### src/rtl/lu_pkg.sv
// Shared op-code definitions for the logic-unit pipeline.
package lu_pkg;

  localparam int LU_OP_W = 3;

  typedef enum logic [LU_OP_W-1:0] {
    LU_AND   = 3'd0,
    LU_NAND  = 3'd1,
    LU_OR    = 3'd2,
    LU_NOR   = 3'd3,
    LU_XOR   = 3'd4,
    LU_XNOR  = 3'd5,
    LU_NOTA  = 3'd6,
    LU_PASSB = 3'd7
  } lu_op_e;

endpackage

### src/rtl/lu_core.sv
// Combinational bitwise logic unit: y = op(a, b), no carries between bits.
module lu_core
  import lu_pkg::*;
#(
  parameter int WIDTH = 8
) (
  input  logic [WIDTH-1:0]   a,
  input  logic [WIDTH-1:0]   b,
  input  logic [LU_OP_W-1:0] op,
  output logic [WIDTH-1:0]   y
);

  // One case on op selects the bitwise function.
  always_comb begin
    y = '0;
    case (op)
      LU_AND:   y = a & b;
      LU_NAND:  y = ~(a & b);
      LU_OR:    y = a | b;
      LU_NOR:   y = ~(a | b);
      LU_XOR:   y = a ^ b;
      LU_XNOR:  y = ~(a ^ b);
      LU_NOTA:  y = ~a;
      LU_PASSB: y = b;
      default:  y = '0;
    endcase
  end

endmodule

### src/rtl/lu_pipe.sv
// Two-stage valid/ready logic unit. S1 holds operands, S2 holds the result.
// Op evaluation sits between S1 and S2. Optional LU_CHAIN_EN adds an
// accumulator of the last result that a chained beat uses as operand A.
module lu_pipe
  import lu_pkg::*;
#(
  parameter int WIDTH = 8
) (
  input  logic               clk,
  input  logic               rst_n,
  input  logic               in_valid,
  output logic               in_ready,
  input  logic [WIDTH-1:0]   in_a,
  input  logic [WIDTH-1:0]   in_b,
  input  logic [LU_OP_W-1:0] in_op,
`ifdef LU_CHAIN_EN
  input  logic               in_chain,
`endif
  output logic               out_valid,
  input  logic               out_ready,
  output logic [WIDTH-1:0]   out_y,
  output logic               out_zero
);

  localparam int STAGES = 2;

  typedef struct packed {
    logic [WIDTH-1:0]   a;
    logic [WIDTH-1:0]   b;
    logic [LU_OP_W-1:0] op;
`ifdef LU_CHAIN_EN
    logic               chain;
`endif
  } s1_t;

  logic [STAGES:1]  vld_pipe;
  s1_t              s1;
  logic             s2_free;
  logic             in_fire;
  logic             mv;
  logic [WIDTH-1:0] op_a;
  logic [WIDTH-1:0] y;

  // Ready ripples combinationally back from out_ready so a full pipe still
  // accepts when the consumer drains in the same cycle.
  assign s2_free   = ~vld_pipe[2] | out_ready;
  assign in_ready  = ~vld_pipe[1] | s2_free;
  assign in_fire   = in_valid & in_ready;
  assign mv        = vld_pipe[1] & s2_free;
  assign out_valid = vld_pipe[2];

`ifdef LU_CHAIN_EN
  logic [WIDTH-1:0] acc;

  // The previous beat always enters S2 before a chained beat leaves S1,
  // so acc already holds its result at evaluation time.
  assign op_a = s1.chain ? acc : s1.a;

  // acc tracks every result entering S2.
  always_ff @(posedge clk or negedge rst_n) begin
    if (!rst_n)  acc <= '0;
    else if (mv) acc <= y;
  end
`else
  assign op_a = s1.a;
`endif

  lu_core #(.WIDTH(WIDTH)) u_core (
    .a  (op_a),
    .b  (s1.b),
    .op (s1.op),
    .y  (y)
  );

  // Valid bits and S1 operand capture.
  always_ff @(posedge clk or negedge rst_n) begin
    if (!rst_n) begin
      vld_pipe <= '0;
      s1       <= '0;
    end else begin
      vld_pipe[1] <= in_fire | (vld_pipe[1] & ~s2_free);
      vld_pipe[2] <= mv | (vld_pipe[2] & ~out_ready);
      if (in_fire) begin
        s1.a  <= in_a;
        s1.b  <= in_b;
        s1.op <= in_op;
`ifdef LU_CHAIN_EN
        s1.chain <= in_chain;
`endif
      end
    end
  end

  // S2 result register; holds while the consumer stalls.
  always_ff @(posedge clk or negedge rst_n) begin
    if (!rst_n) begin
      out_y    <= '0;
      out_zero <= 1'b0;
    end else if (mv) begin
      out_y    <= y;
      out_zero <= (y == '0);
    end
  end

endmodule

### config.mk
export PLATFORM = sky130hd
export DESIGN_NAME = lu_pipe
export DESIGN_NICKNAME = d
export VERILOG_FILES = /design/src/rtl/lu_pkg.sv /design/src/rtl/lu_core.sv /design/src/rtl/lu_pipe.sv
export SDC_FILE = /design/constraint.sdc
export NUM_CORES = 1
export LEC_CHECK = 0
export BUFFER_PORTS_ARGS = -buffer_cell sky130_fd_sc_hd__buf_2
export CORE_UTILIZATION = 45
export DETAILED_ROUTE_END_ITERATION = 8
export PLACE_DENSITY = 0.69
export SYNTH_ARGS = -nofsm -noshare
export SYNTH_HDL_FRONTEND = slang
export SYNTH_SLANG_ARGS = --single-unit
### constraint.sdc
create_clock -name clk -period 4.8 [get_ports clk]
set_input_delay 0.96 -clock clk [delete_from_list [all_inputs] [get_ports clk]]
set_output_delay 0.96 -clock clk [all_outputs]
set_load 0.05 [all_outputs]
* Word-level counts from Yosys, hierarchy flattened *
Cells that the tools add are included.

cells by class
  div/mod/pow operators = 0
  muxes and demuxes = 1
  shift-type cells = 0
  $lt $le $gt $ge = 0
  bitwise logic cells = 19
  reduce and logical (&&, ||, !) cells = 2
  add/sub/neg operators = 0
  eq/ne operators = 7
  multiply operators = 0

operator list
  cell                                                              count
  8-bit one-hot mux with 8 select lines                             1
  8-bit inverter                                                    4
  3-bit == test (second input constant)                             4
  8-bit bitwise AND                                                 1
  8-bit zero test                                                   1
  8-bit bitwise OR                                                  1
  8-bit bitwise XOR                                                 1
  3-bit by 2-bit == test with 1-bit output (second input constant)  2
  1-bit bitwise AND                                                 4
  1-bit inverter                                                    4
  1-bit bitwise OR                                                  4
  3-bit by 1-bit == test with 1-bit output (second input constant)  1
  3-bit zero test                                                   1

storage, ports and cells
  ROM bits = 0
  memory bits (writable) = 0
  memories = 0
  bits in latches = 0
  input bits = 23
  logic and storage cells = 35
  register bits after elaboration = 30

* Depth between registers and ports, before layout *
Gate-level depths: netlist (run 1).

  word-level depth = 5
  mapped depth = 8
  mapped depth without buffers = 8

* Cells and area by module *
Synthesis (run 1) repeated with hierarchy kept, for this count alone.

second synthesis, totals
  cell total of the unflattened synthesis = 201
  area, all modules = 2275.9 µm²

by module, submodules not included
  module   times used  cells each  area each (µm²)
  lu_pipe  1           68          1206.2
  lu_core  1           133         1069.8

* Least setup slack after synthesis (run 1) *
No wires, ideal clock.

  path type = input -> register
  from = input out_ready
  to = register op_a[0] (netlist name)
  path buffers = 1
  data required time = 4675 ps
  data arrival time = 2531 ps
  path slack = 2145 ps
  stages = 4
  library setup time = 125 ps
  path through = nand3b_1 -> nand2_1 -> buf_2 -> mux2_2

on the way
  cells in the longest elaborated chain, start to end = 3

RTL lines
  what                line           text
  start: declaration  lu_pipe.sv:20  input logic out_ready,
  1-bit bitwise OR    lu_pipe.sv:46  assign s2_free = ~vld_pipe[2] | out_ready;
  1-bit bitwise OR    lu_pipe.sv:47  assign in_ready = ~vld_pipe[1] | s2_free;
  1-bit bitwise AND   lu_pipe.sv:48  assign in_fire = in_valid & in_ready;

Every way passes these cells.
A chain may end at the register's enable or synchronous reset.

* Worst setup path in the final report (run 1) *
  from = register s1[1] (netlist name)
  to = register out_zero

on the way
  cells in the longest elaborated chain, start to end = 3
  elaborated cells on any way between the ends = 10
  classes of those cells = 7 x eq/ne; 1 x mux; 2 x reduce/logical

RTL lines
  what                                       line            text
  3-bit == test (tied with other cells)      lu_core.sv:16   case (op)
  8-bit one-hot mux with 8 select lines (*)  lu_core.sv:16
  8-bit zero test (*)                        lu_pipe.sv:101  out_zero <= (y == '0);
  end signal: assignment                     lu_pipe.sv:101
  end: declaration                           lu_pipe.sv:22   output logic out_zero

Every way passes the cells marked *; elsewhere a longest branch is shown, timed or not.

==> metrics.md, run 1 <==
| Metric | Value |
|---|---|
| Nets | `approximately 280` |
| Worst Path Arrival | `2650 ps` |
| Worst setup SP type | `flip-flop` |
| Drt drc | `0` |
| Final WL | `~3.7 mm` |
| Worst reg-to-reg path cell count | `5` |
| Power Dens Cells | `~430 nW/um^2` |
| Syn avg cell area | `approximately 9.5 sq um` |
| Maxcap violations | `0` |
| Worst path required time | `approximately 5000 ps` |
| DRT antenna net count | `0` |
| Inserted Diodes | `0` |
| IO Pins | `34` |
| Area delta synth->final | `13.6%` |
| Post-CTS Hold Buffers | `0` |
| Layout Skew | `approximately 2.8 ps` |
| Max-slew violation count | `0` |
| Final min period | `2450 ps` |
| Maximum vdd drop | `roughly 0.00018 V` |
| Largest stage delay on the critical path | `roughly 960 ps` |
| Combinational share of power | `between 40% and 50%` |
| Setup TNS | `0 ps` |
| Skew-Pair Late Insertion Delay | `around 280 ps` |
| YS warnings | `0` |
| Initial antenna violation count | `0` |
| Final hold violations | `0` |
| I/O Buffers | `33` |
| Worst Setup SP | `s1[1]` |
| Synthesized area | `around 2000 sq um` |
| Clock-pin slew on the worst setup and hold paths | `~60 ps` |
| CTS root buf | `clkbuf_8` |
| Crit Path Class | `reg2reg` |
| Hpwl dp | `between 2 and 3 mm` |
| Largest net degree at the start of global routing | `34` |
| Clk sinks | `30` |
| Post-Synthesis Cells | `207` |
| Fmax | `around 0.4 GHz` |
| Min-Delay Path Class | `reg2reg` |
| Crit end category | `flip-flop` |
| Cts repair resizes | `0` |
| Top_reg_cell synth | `dfrtp_1` |
| Critical path's slowest cell | `dfrtp_1` |
| Sequential area share after synthesis | `a little under two fifths` |
| Clk buf depth | `2` |
| GPL Wtd Cong | `0.816` |
| Switching power | `0.000390 W` |
| Unrepaired setup endpoints after global routing | `false` |
| Tcrit/Tclk final | `between 50% and 60%` |
| Hold depth | `2` |
| CTS tree | `done` |
| Die X | `68.2 microns` |
| Slew HR | `a little under two fifths` |
| Min-delay src | `out_y[3]` |
| Initial Util | `a little under half` |
| Outcome | `completed` |
| CP max FO | `33` |
| Post-synth EDFFs | `0` |
| Synth area leader | `dfrtp_1` |
| Share of post-route cells with drive strength above 1 | `between 20 and 30%` |
| TritonCTS buffer count | `5` |
| Worst slew pin tran | `between 900 and 1000 ps` |
| Remaining Overflow, GRT | `0` |
| Switch share | `between 40% and 50%` |
| Fillcell total | `between 300 and 400` |
| Seq cells post-synth | `30` |
| Internal power | `roughly 0.00057 W` |
| Core region area | `roughly 4100 sq um` |
| Vias | `~1,600` |
| Pre-antenna DRT Iters | `4` |
| Netlist cell types | `35` |
| Finished Core Util | `approximately 54%` |
| Vias/cell | `5.41` |
| Clock network fraction of total power | `21.8%` |
| R2r startpoint | `s1[1]` |
| Worst path cell trace | `inv_2 > mux4_2 > a221oi_2 > nand4_1 > o31ai_2` |
| DRT iter0 DRCs | `34` |
| Largest cells by area after synthesis | `dfrtp_1 38%, mux2_2 13%, ha_1 10%, inv_1 3.8%, nand2_1 3.8%` |
| H-tree level count | `2` |
| Syn nets | `246` |
| First-pass GRT wire length | `between 6 and 7 mm` |
| Vert. Die Dim | `just under 70 microns` |
| Storage element area | `around 750 sq um` |
| Leakage power | `1.07 nW` |
| Hold Slack | `between 400 and 500 ps` |
| Vias in the first global route | `around 1,500` |
| Total track usage | `between 15 and 20%` |
| Reg2reg setup slack | `2350 ps` |
| FP Rows | `23` |
| Share of the synthesized area in the top cell type | `38.1%` |
| Area of the die | `~4600 sq um` |
| WL per Instance | `12.8 microns` |
| Sequential Power Share | `a little under two fifths` |
| Asr flop ratio synth | `between 90% and 100%` |
| # setup viols final | `0` |
| Footprint of the multi-input gates | `around 1100 sq um` |
| Postcts setup bufs | `0` |
==> registers in the layout (all words and copies together), names as in the netlist <==
signal    flops
s1           11
out_zero      1
vld_pipe      2
out_y         8
op_a          8
==> power by group through the flow <==
| stage | Clock (W) | Combinational [W] | Sequential [W] |
|---|---|---|---|
| 2_1_floorplan | 0 | 0.000229 | 0.000438 |
| 3_3_place_gp | 0 | 0.000381 | 0.000366 |
| 3_5_place_dp | 0 | 0.000387 | 0.000370 |
| 4_1_cts | 0.000215 | 0.000388 | 0.000365 |
| 5_1_grt | 0.000226 | 0.000428 | 0.000375 |
| 6_report | 0.000208 | 0.000384 | 0.000364 |
==> synthesized netlist by cell type (2+ instances only) <==
master    count
o22ai_1       2
a31oi_1       4
ha_1         16
inv_1        20
o21ai_0      12
nand2b_1      7
a21oi_1      11
buf_2         5
a211oi_1      3
nor2b_1       5
inv_2         2
nor3_1        7
o32a_1        2
or2_2         2
clkbuf_1      3
dfrtp_1      30
nand2_1      20
nor2_1       10
mux2i_1       5
mux2_2       23
buf_4         2
nand3_1       3
==> worst max-delay path: cells and delay by family (launching register included) <==
kind / cells / cell delay, ps
muxes: 1 / 510
buffers and inverters: 1 / 280
and+or+nand+nor: 1 / 140
DFF: 1 / 960
AOI/OAI and AO/OA: 2 / 480
==> stage by stage <==
step	power (W)	cell area, sq um	cells	worst slack (ps)
after global placement	0.000747	2150	280	2360
after floorplan	0.000667	1970	207	2140
final	0.000957	2240	288	2350
after CTS	0.000968	2240	288	2340
after global routing	0.00103	2240	288	2110
after detailed placement	0.000757	2150	280	2350
==> layer usage <==
metal	wire (microns)	global-route usage [%]
met1	1840	23.2
met2	1650	29.5
met3	143	5.50
met4	65	8.07
met5	0	0
==> final timing paths <==
kind / to
min in group asynchronous: out_y[7]
worst max-delay path: out_zero
worst min-delay path: out_y[3]
worst min register to register: out_y[3]
worst max register to register: out_zero
max in group asynchronous: s1[7]
==> final cells by class <==
| class | count | share of cell area, % |
|---|---|---|
| multi-input combinational | 145 | 48.5 |
| timing repair buffer | 33 | 7.38 |
| clock buffer | 7 | 3.86 |
| tap | 50 | 2.79 |
| sequential | 30 | 33.5 |
| inverter | 22 | 3.69 |
| clock inverter | 1 | 0.224 |
==> layout by cell type, fill, tap and decap left out <==
cell	count
buf_2	33
dfrtp_1	30
mux2_2	23
inv_1	20
nand2_1	20
ha_1	16
o21ai_0	12
a21oi_1	11
nor2_1	10
nand2b_1	7
nor3_1	7
clkbuf_8	6
nor2b_1	5
mux2i_1	5
a31oi_1	4
nand3_1	3
a211oi_1	3
inv_2	2
or2_2	2
o22ai_1	2
o32a_1	2
nand3b_1	1
o32ai_1	1
xnor2_1	1
a32o_1	1
o311ai_0	1
or3_1	1
mux4_2	1
a31o_2	1
a221oi_2	1
o2111ai_1	1
nand4_1	1
o31ai_2	1
o31ai_1	1
clkbuf_1	1
clkinv_2	1
==> cell families after synthesis <==
group / share of synthesized area [%]
adder cells (fa/ha/maj): 10.2
multiplexers: 16.8
AO/OA/AOI/OAI: 14.0
buffers and inverters: 6.79
flip-flops: 38.1
XOR/XNOR: 0.445
AND/OR/NAND/NOR: 13.7
Note: power is estimated with default switching activity, not from simulation.
==> inputs of run 2 (changes only) <==
Settings changed: PLACE_DENSITY 0.69 to 0.72.
Clock period 4.8 ns to 2.1 ns, I/O delays scaled along.
==> run 2 against run 1 <==
Net effect:
- combinational power grew to 2.6 times the previous value
- cell area up 3.4%
- sequential cell count unchanged
- routed wire length is 4.2% higher
- critical path type unchanged
- largest cell class unchanged
- highest routed layer unchanged
==> metrics.md, run 2 (synthesis gave the netlist of run 1 again) <==
| Metric | Value |
|---|---|
| Drt drc | `0 (unchanged)` |
| CP top delay family | `compound AO/OA/AOI/OAI gates` |
| CTS tree | `done` |
| Fmax | `0.499 GHz (+23%)` |
| Crit end category | `flip-flop` |
| Post-CTS Hold Buffers | `0 (unchanged)` |
| Clk sinks | `30 (unchanged)` |
| Pre-antenna DRT Iters | `4 (unchanged)` |
| Area of the die | `4650 sq um (unchanged)` |
| H-tree level count | `2 (unchanged)` |
| Layout Skew | `7.30 ps (+4.54 ps)` |
| Commonest cells after routing, fill and taps aside | `33 x buf_2, 29 x dfrtp_1, 23 x mux2_2` |
| I/O Buffers | `33 (unchanged)` |
| Area delta synth->final | `17.5%` |
| Hpwl dp | `2.83 mm (+3.2%)` |
| Min-Delay Path Class | `in2async` |
| Skew-Pair Late Insertion Delay | `290 ps (about the same)` |
| Worst path cell trace | `inv_1 > ha_1 > inv_1 > o21ai_1 > mux4_2 > a221oi_4 > nand4_1 > o31ai_2` |
| CP max FO | `3 (-91%)` |
| Final WL | `3.85 mm (+4.2%)` |
| Maxcap violations | `0 (unchanged)` |
| Critical path's slowest cell | `mux4_2` |
| Tcrit/Tclk final | `95.4% (+44 points)` |
| CP dominant cell by count | `inv_1` |
| Slew HR | `54.4% (+17 points)` |
| Initial antenna violation count | `0 (unchanged)` |
| DRT iter0 DRCs | `55 (+62%)` |
| Maximum vdd drop | `0.000506 V (+180%)` |
| Share of post-route cells with drive strength above 1 | `32.4% (+2.6 points)` |
| Vert. Die Dim | `68.2 microns (unchanged)` |
| GPL Wtd Cong | `0.795 (-2.6%)` |
| CTS root buf | `clkbuf_8` |
| CP bufs+invs | `2 (+1)` |
| First-pass GRT wire length | `6.26 mm (-1.1%)` |
| WL per Instance | `13.0 microns (+1.0%)` |
| IO Pins | `34 (unchanged)` |
| Core region area | `4120 sq um (unchanged)` |
| Leading cell type in the layout, fill and taps excluded | `buf_2` |
| # setup viols final | `0 (unchanged)` |
| Worst Path Arrival | `2200 ps (-450 ps)` |
| Largest stage delay on the critical path | `510 ps (-450 ps)` |
| TritonCTS buffer count | `5 (unchanged)` |
| Max-slew violation count | `0 (unchanged)` |
| Worst setup SP type | `flip-flop` |
| Clk buf depth | `2 (unchanged)` |
| Outcome | `completed` |
| Initial Util | `47.9% (unchanged)` |
| Worst path required time | `2300 ps (-2700 ps)` |
| Crit Path Class | `reg2reg` |
| Clock-pin slew on the worst setup and hold paths | `70 ps (about the same)` |
| Final min period | `2000 ps (-453 ps)` |
| Unrepaired setup endpoints after global routing | `false` |
| Footprint of the multi-input gates | `1100 sq um (+1.7%)` |
| Nets | `285 (+3.3%)` |
| Vias/cell | `5.36 (-1.0%)` |
| Vias in the first global route | `1,434 (-1.2%)` |
| Power Dens Cells | `958 nW/um^2 (+120%)` |
| Inst Count DP | `287 (+2.5%)` |
| Final hold violations | `0 (unchanged)` |
| Total track usage | `18.5% (-0.086 points)` |
| Remaining Overflow, GRT | `0 (unchanged)` |
| Die X | `68.2 microns (unchanged)` |
| Largest net degree at the start of global routing | `31 (-8.8%)` |
| Storage element area | `752 sq um (+0.17%)` |
| Inserted Diodes | `0 (unchanged)` |
| Biggest register | `s1` |
| FP Rows | `23 (unchanged)` |
| Max reg flops | `11 (unchanged)` |
| Leakage power | `1.10 nW (+3.7%)` |
| Finished Layout Cells | `297 (+3.1%)` |
| Setup TNS | `0 ps (unchanged)` |
| Vias | `1,591 (+2.1%)` |
| Fillcell total | `395 (+5.1%)` |
| Worst slew pin tran | `683 ps (-256 ps)` |
| DRT antenna net count | `0 (unchanged)` |
## run 2: area by class of cell
cell class	count	share of cell area (%)
timing repair buffer	42	10.1
inverter	22	3.57
multi-input combinational	145	47.7
clock buffer	8	3.46
sequential	30	32.5
tap	50	2.70
## run 2: repair_timing
action,4_1_cts,5_1_grt
endpoints found under the setup margin,0,1
buffers inserted,0,2
gates resized for setup,0,2
endpoints found under the hold margin,0,0
## run 2: worst reg2reg max path, cell delays in order (launching register included)
cell and delay, ps:
dfrtp_1 370, inv_1 70, ha_1 210, inv_1 80, o21ai_1 80, mux4_2 510, a221oi_4 300, nand4_1 130
o31ai_2 180
## run 2: metrics by stage
stage          worst slack (ps)  instance area (sq um)  hold slack (ps)  total power [W]  utilization, %
4_1_cts                    61.2                   2290              192          0.00222            55.6
2_1_floorplan              50.1                   1980              124          0.00153               -
3_3_place_gp                177                   2210              458          0.00174            53.7
6_report                   97.5                   2310              167          0.00222            56.2
5_1_grt                    27.3                   2310              234          0.00237            56.2
3_5_place_dp               85.0                   2210              465          0.00176            53.7
## run 2: path summary, 6_finish.rpt
kind / start / slack [ps] / endpoint / cells past startpoint
worst max-delay path: s1[9] / 100 / out_zero / 8
worst min-delay path: rst_n / 170 / out_y[7] / 1
worst max register to register: s1[9] / 100 / out_zero / 8
worst min register to register: out_y[3] / 480 / out_y[3] / 2
max in group asynchronous: rst_n / 1440 / vld_pipe[2] / 1
min in group clk: in_b[7] / 360 / s1[10] / 2
## run 2: routing by layer
metal	GRT usage (%)	vias to the layer above	share of wire, %
li1	-	799	-
met1	24.3	742	50
met2	27.6	42	44
met3	5.83	8	4.5
met4	8.33	0	1.9
met5	0	-	0
## run 2: where the power goes
group          total [W]  internal (W)  switching (W)
clock           0.000446      0.000235       0.000211
sequential      0.000788      0.000698      0.0000907
combinational   0.000983      0.000375       0.000609
==> inputs of run 3 (changes only) <==
Settings changed: CORE_UTILIZATION 45 to 38, PLACE_DENSITY 0.72 to 0.63, SLEW_MARGIN set to 20.
==> run 3 against run 2 <==
Net effect:
- sequential power down 0.5%
- largest power group unchanged
- clock power down 1%
- critical path type unchanged
- via count down 1.6%
- total power up 1.4%
- non-clock buffer count up 2
==> metrics.md, run 3 (synthesis gave the netlist of run 1 again) <==
| Metric | Value |
|---|---|
| Critical path's slowest cell | `mux4_2` |
| Tcrit/Tclk final | `97.6% (+2.3 points)` |
| Min-Delay Path Class | `in2async` |
| Final WL | `4.03 mm (+4.8%)` |
| H-tree level count | `2 (unchanged)` |
| WL met3 | `166 microns (-4.6%)` |
| Biggest register | `s1` |
| DRT iter0 DRCs | `75 (+36%)` |
| # setup viols final | `0 (unchanged)` |
| First-pass GRT wire length | `6.92 mm (+11%)` |
| Pre-antenna DRT Iters | `4 (unchanged)` |
| Clock-pin slew on the worst setup and hold paths | `60 ps (about the same)` |
| DRT antenna net count | `0 (unchanged)` |
| Vert. Die Dim | `74.0 microns (+8.6%)` |
| Inserted Diodes | `0 (unchanged)` |
| Fmax | `0.488 GHz (-2.3%)` |
| Worst Path Arrival | `2240 ps (+40 ps)` |
| Core region area | `4850 sq um (+18%)` |
| CTS root buf | `clkbuf_8` |
| Vias | `1,566 (-1.6%)` |
| Fillcell total | `478 (+21%)` |
| Clk sinks | `30 (unchanged)` |
| Largest net degree at the start of global routing | `31 (unchanged)` |
| Setup TNS | `0 ps (unchanged)` |
| Outcome | `completed` |
| Largest stage delay on the critical path | `490 ps (-20 ps)` |
| Vias in the first global route | `1,521 (+6.1%)` |
| Die X | `74.0 microns (+8.6%)` |
| I/O Buffers | `33 (unchanged)` |
| Drt drc | `0 (unchanged)` |
| Worst reg-to-reg path cell count | `7 (-1)` |
| Layout Skew | `1.76 ps (-5.54 ps)` |
| Area of the die | `5480 sq um (+18%)` |
| Footprint of the multi-input gates | `1120 sq um (+1.7%)` |
| R2r startpoint | `op_a[6]` |
| Remaining Overflow, GRT | `0 (unchanged)` |
| Clk buf depth | `2 (unchanged)` |
| Wl on met1 | `2.00 mm (+4.5%)` |
| Initial antenna violation count | `0 (unchanged)` |
| Post-CTS Hold Buffers | `0 (unchanged)` |
| Unrepaired setup endpoints after global routing | `true` |
| Leading cell type in the layout, fill and taps excluded | `buf_2` |
| R2R Path End | `out_zero` |
| GPL Wtd Cong | `0.814 (+2.4%)` |
| Finished Core Util | `48.9% (-7.4 points)` |
| Worst slew pin tran | `676 ps (-7.50 ps)` |
| Area delta synth->final | `20.3%` |
| CTS tree | `done` |
| Max-slew violation count | `0 (unchanged)` |
| Worst path cell trace | `inv_2 > ha_4 > nor2_2 > mux4_2 > a221oi_4 > nand4_1 > o31ai_2` |
| Maximum vdd drop | `0.000535 V (+5.8%)` |
| Share of post-route cells with drive strength above 1 | `35.3% (+3.0 points)` |
| CP max FO | `3 (unchanged)` |
| Storage element area | `752 sq um (unchanged)` |
| Hpwl dp | `2.92 mm (+3.1%)` |
| Commonest cells after routing, fill and taps aside | `33 x buf_2, 29 x dfrtp_1, 23 x mux2_2` |
| Leakage power | `1.11 nW (+0.75%)` |
| IO Pins | `34 (unchanged)` |
| Top Metal Used | `met4` |
| Power Dens Cells | `949 nW/um^2 (-0.94%)` |
| Nets | `287 (+0.70%)` |
| Total track usage | `16.5% (-1.9 points)` |
| WL per Instance | `12.8 microns (-1.5%)` |
| Final hold violations | `0 (unchanged)` |
| Vias/cell | `4.96 (-7.5%)` |
| TritonCTS buffer count | `5 (unchanged)` |
| Crit end category | `flip-flop` |
| Skew-Pair Late Insertion Delay | `280 ps (about the same)` |
| Slew HR | `54.9% (+0.50 points)` |
| CP bufs+invs | `1 (-1)` |
| Initial Util | `40.6% (-7.2 points)` |
| Design Area, Final | `2370 sq um (+2.4%)` |
| Crit Path Class | `reg2reg` |
| CP top delay family | `compound AO/OA/AOI/OAI gates` |
| Maxcap violations | `0 (unchanged)` |
| Area of placed instances | `2240 sq um (+1.3%)` |
| Final min period | `2050 ps (+47.8 ps)` |
| Reg2reg setup slack | `50 ps (-50 ps)` |
| Worst path required time | `2290 ps (about the same)` |
| FP Rows | `25 (+8.7%)` |
| Worst setup SP type | `flip-flop` |
| Max reg flops | `11 (unchanged)` |
| Routed length on met2 | `1.83 mm (+8.4%)` |
[run 3: cell types whose count changed in the layout (fill, tap and decap cells not counted), sizes merged]
cell | previous run | this run
buf | 42 | 44
[run 3: what timing repair did]
action,4_1_cts,5_1_grt
endpoints found under the hold margin,0,0
gates resized for setup,0,9
endpoints found under the setup margin,0,1
buffers inserted,0,3
[run 3: area by class of cell]
type	count	area share, %
inverters	22	3.48
repair buffers	44	10.5
clock buffers	8	3.38
well taps	67	3.54
multi-input cells	145	47.4
flip-flops and latches	30	31.7
[run 3: how the worst max path moves through the flow]
stage	startpoint	depth (start not counted)	slack, ps	endpoint
after floorplan	vld_pipe[2]	4	50	op_a[0]
final	op_a[6]	7	50	out_zero
after global placement	s1[9]	8	170	out_zero
after detailed placement	s1[9]	8	100	out_zero
after global routing	op_a[6]	7	-40	out_zero
after CTS	s1[9]	8	40	out_zero
[run 3: per-stage QoR]
step                      instances  power, W  hold slack (ps)  setup slack [ps]
after global routing            316   0.00242              236             -37.6
after global placement          305   0.00175              456               174
after floorplan                 207   0.00153              124              50.1
after detailed placement        305   0.00177              468               103
after CTS                       313   0.00222              206              40.9
final                           316   0.00225              178              49.7
[run 3: power breakdown]
part,internal (W),switching (W)
Sequential,0.000698,0.0000866
Clock,0.000235,0.000205
Combinational,0.000395,0.000629
Total,0.00133,0.000921
[run 3: per-layer routing]
| metal | track usage (%) | up-vias |
|---|---|---|
| met5 | 0 | - |
| met4 | 3.85 | 0 |
| met3 | 3.79 | 5 |
| met2 | 26.3 | 37 |
| met1 | 23.0 | 725 |
| li1 | - | 799 |
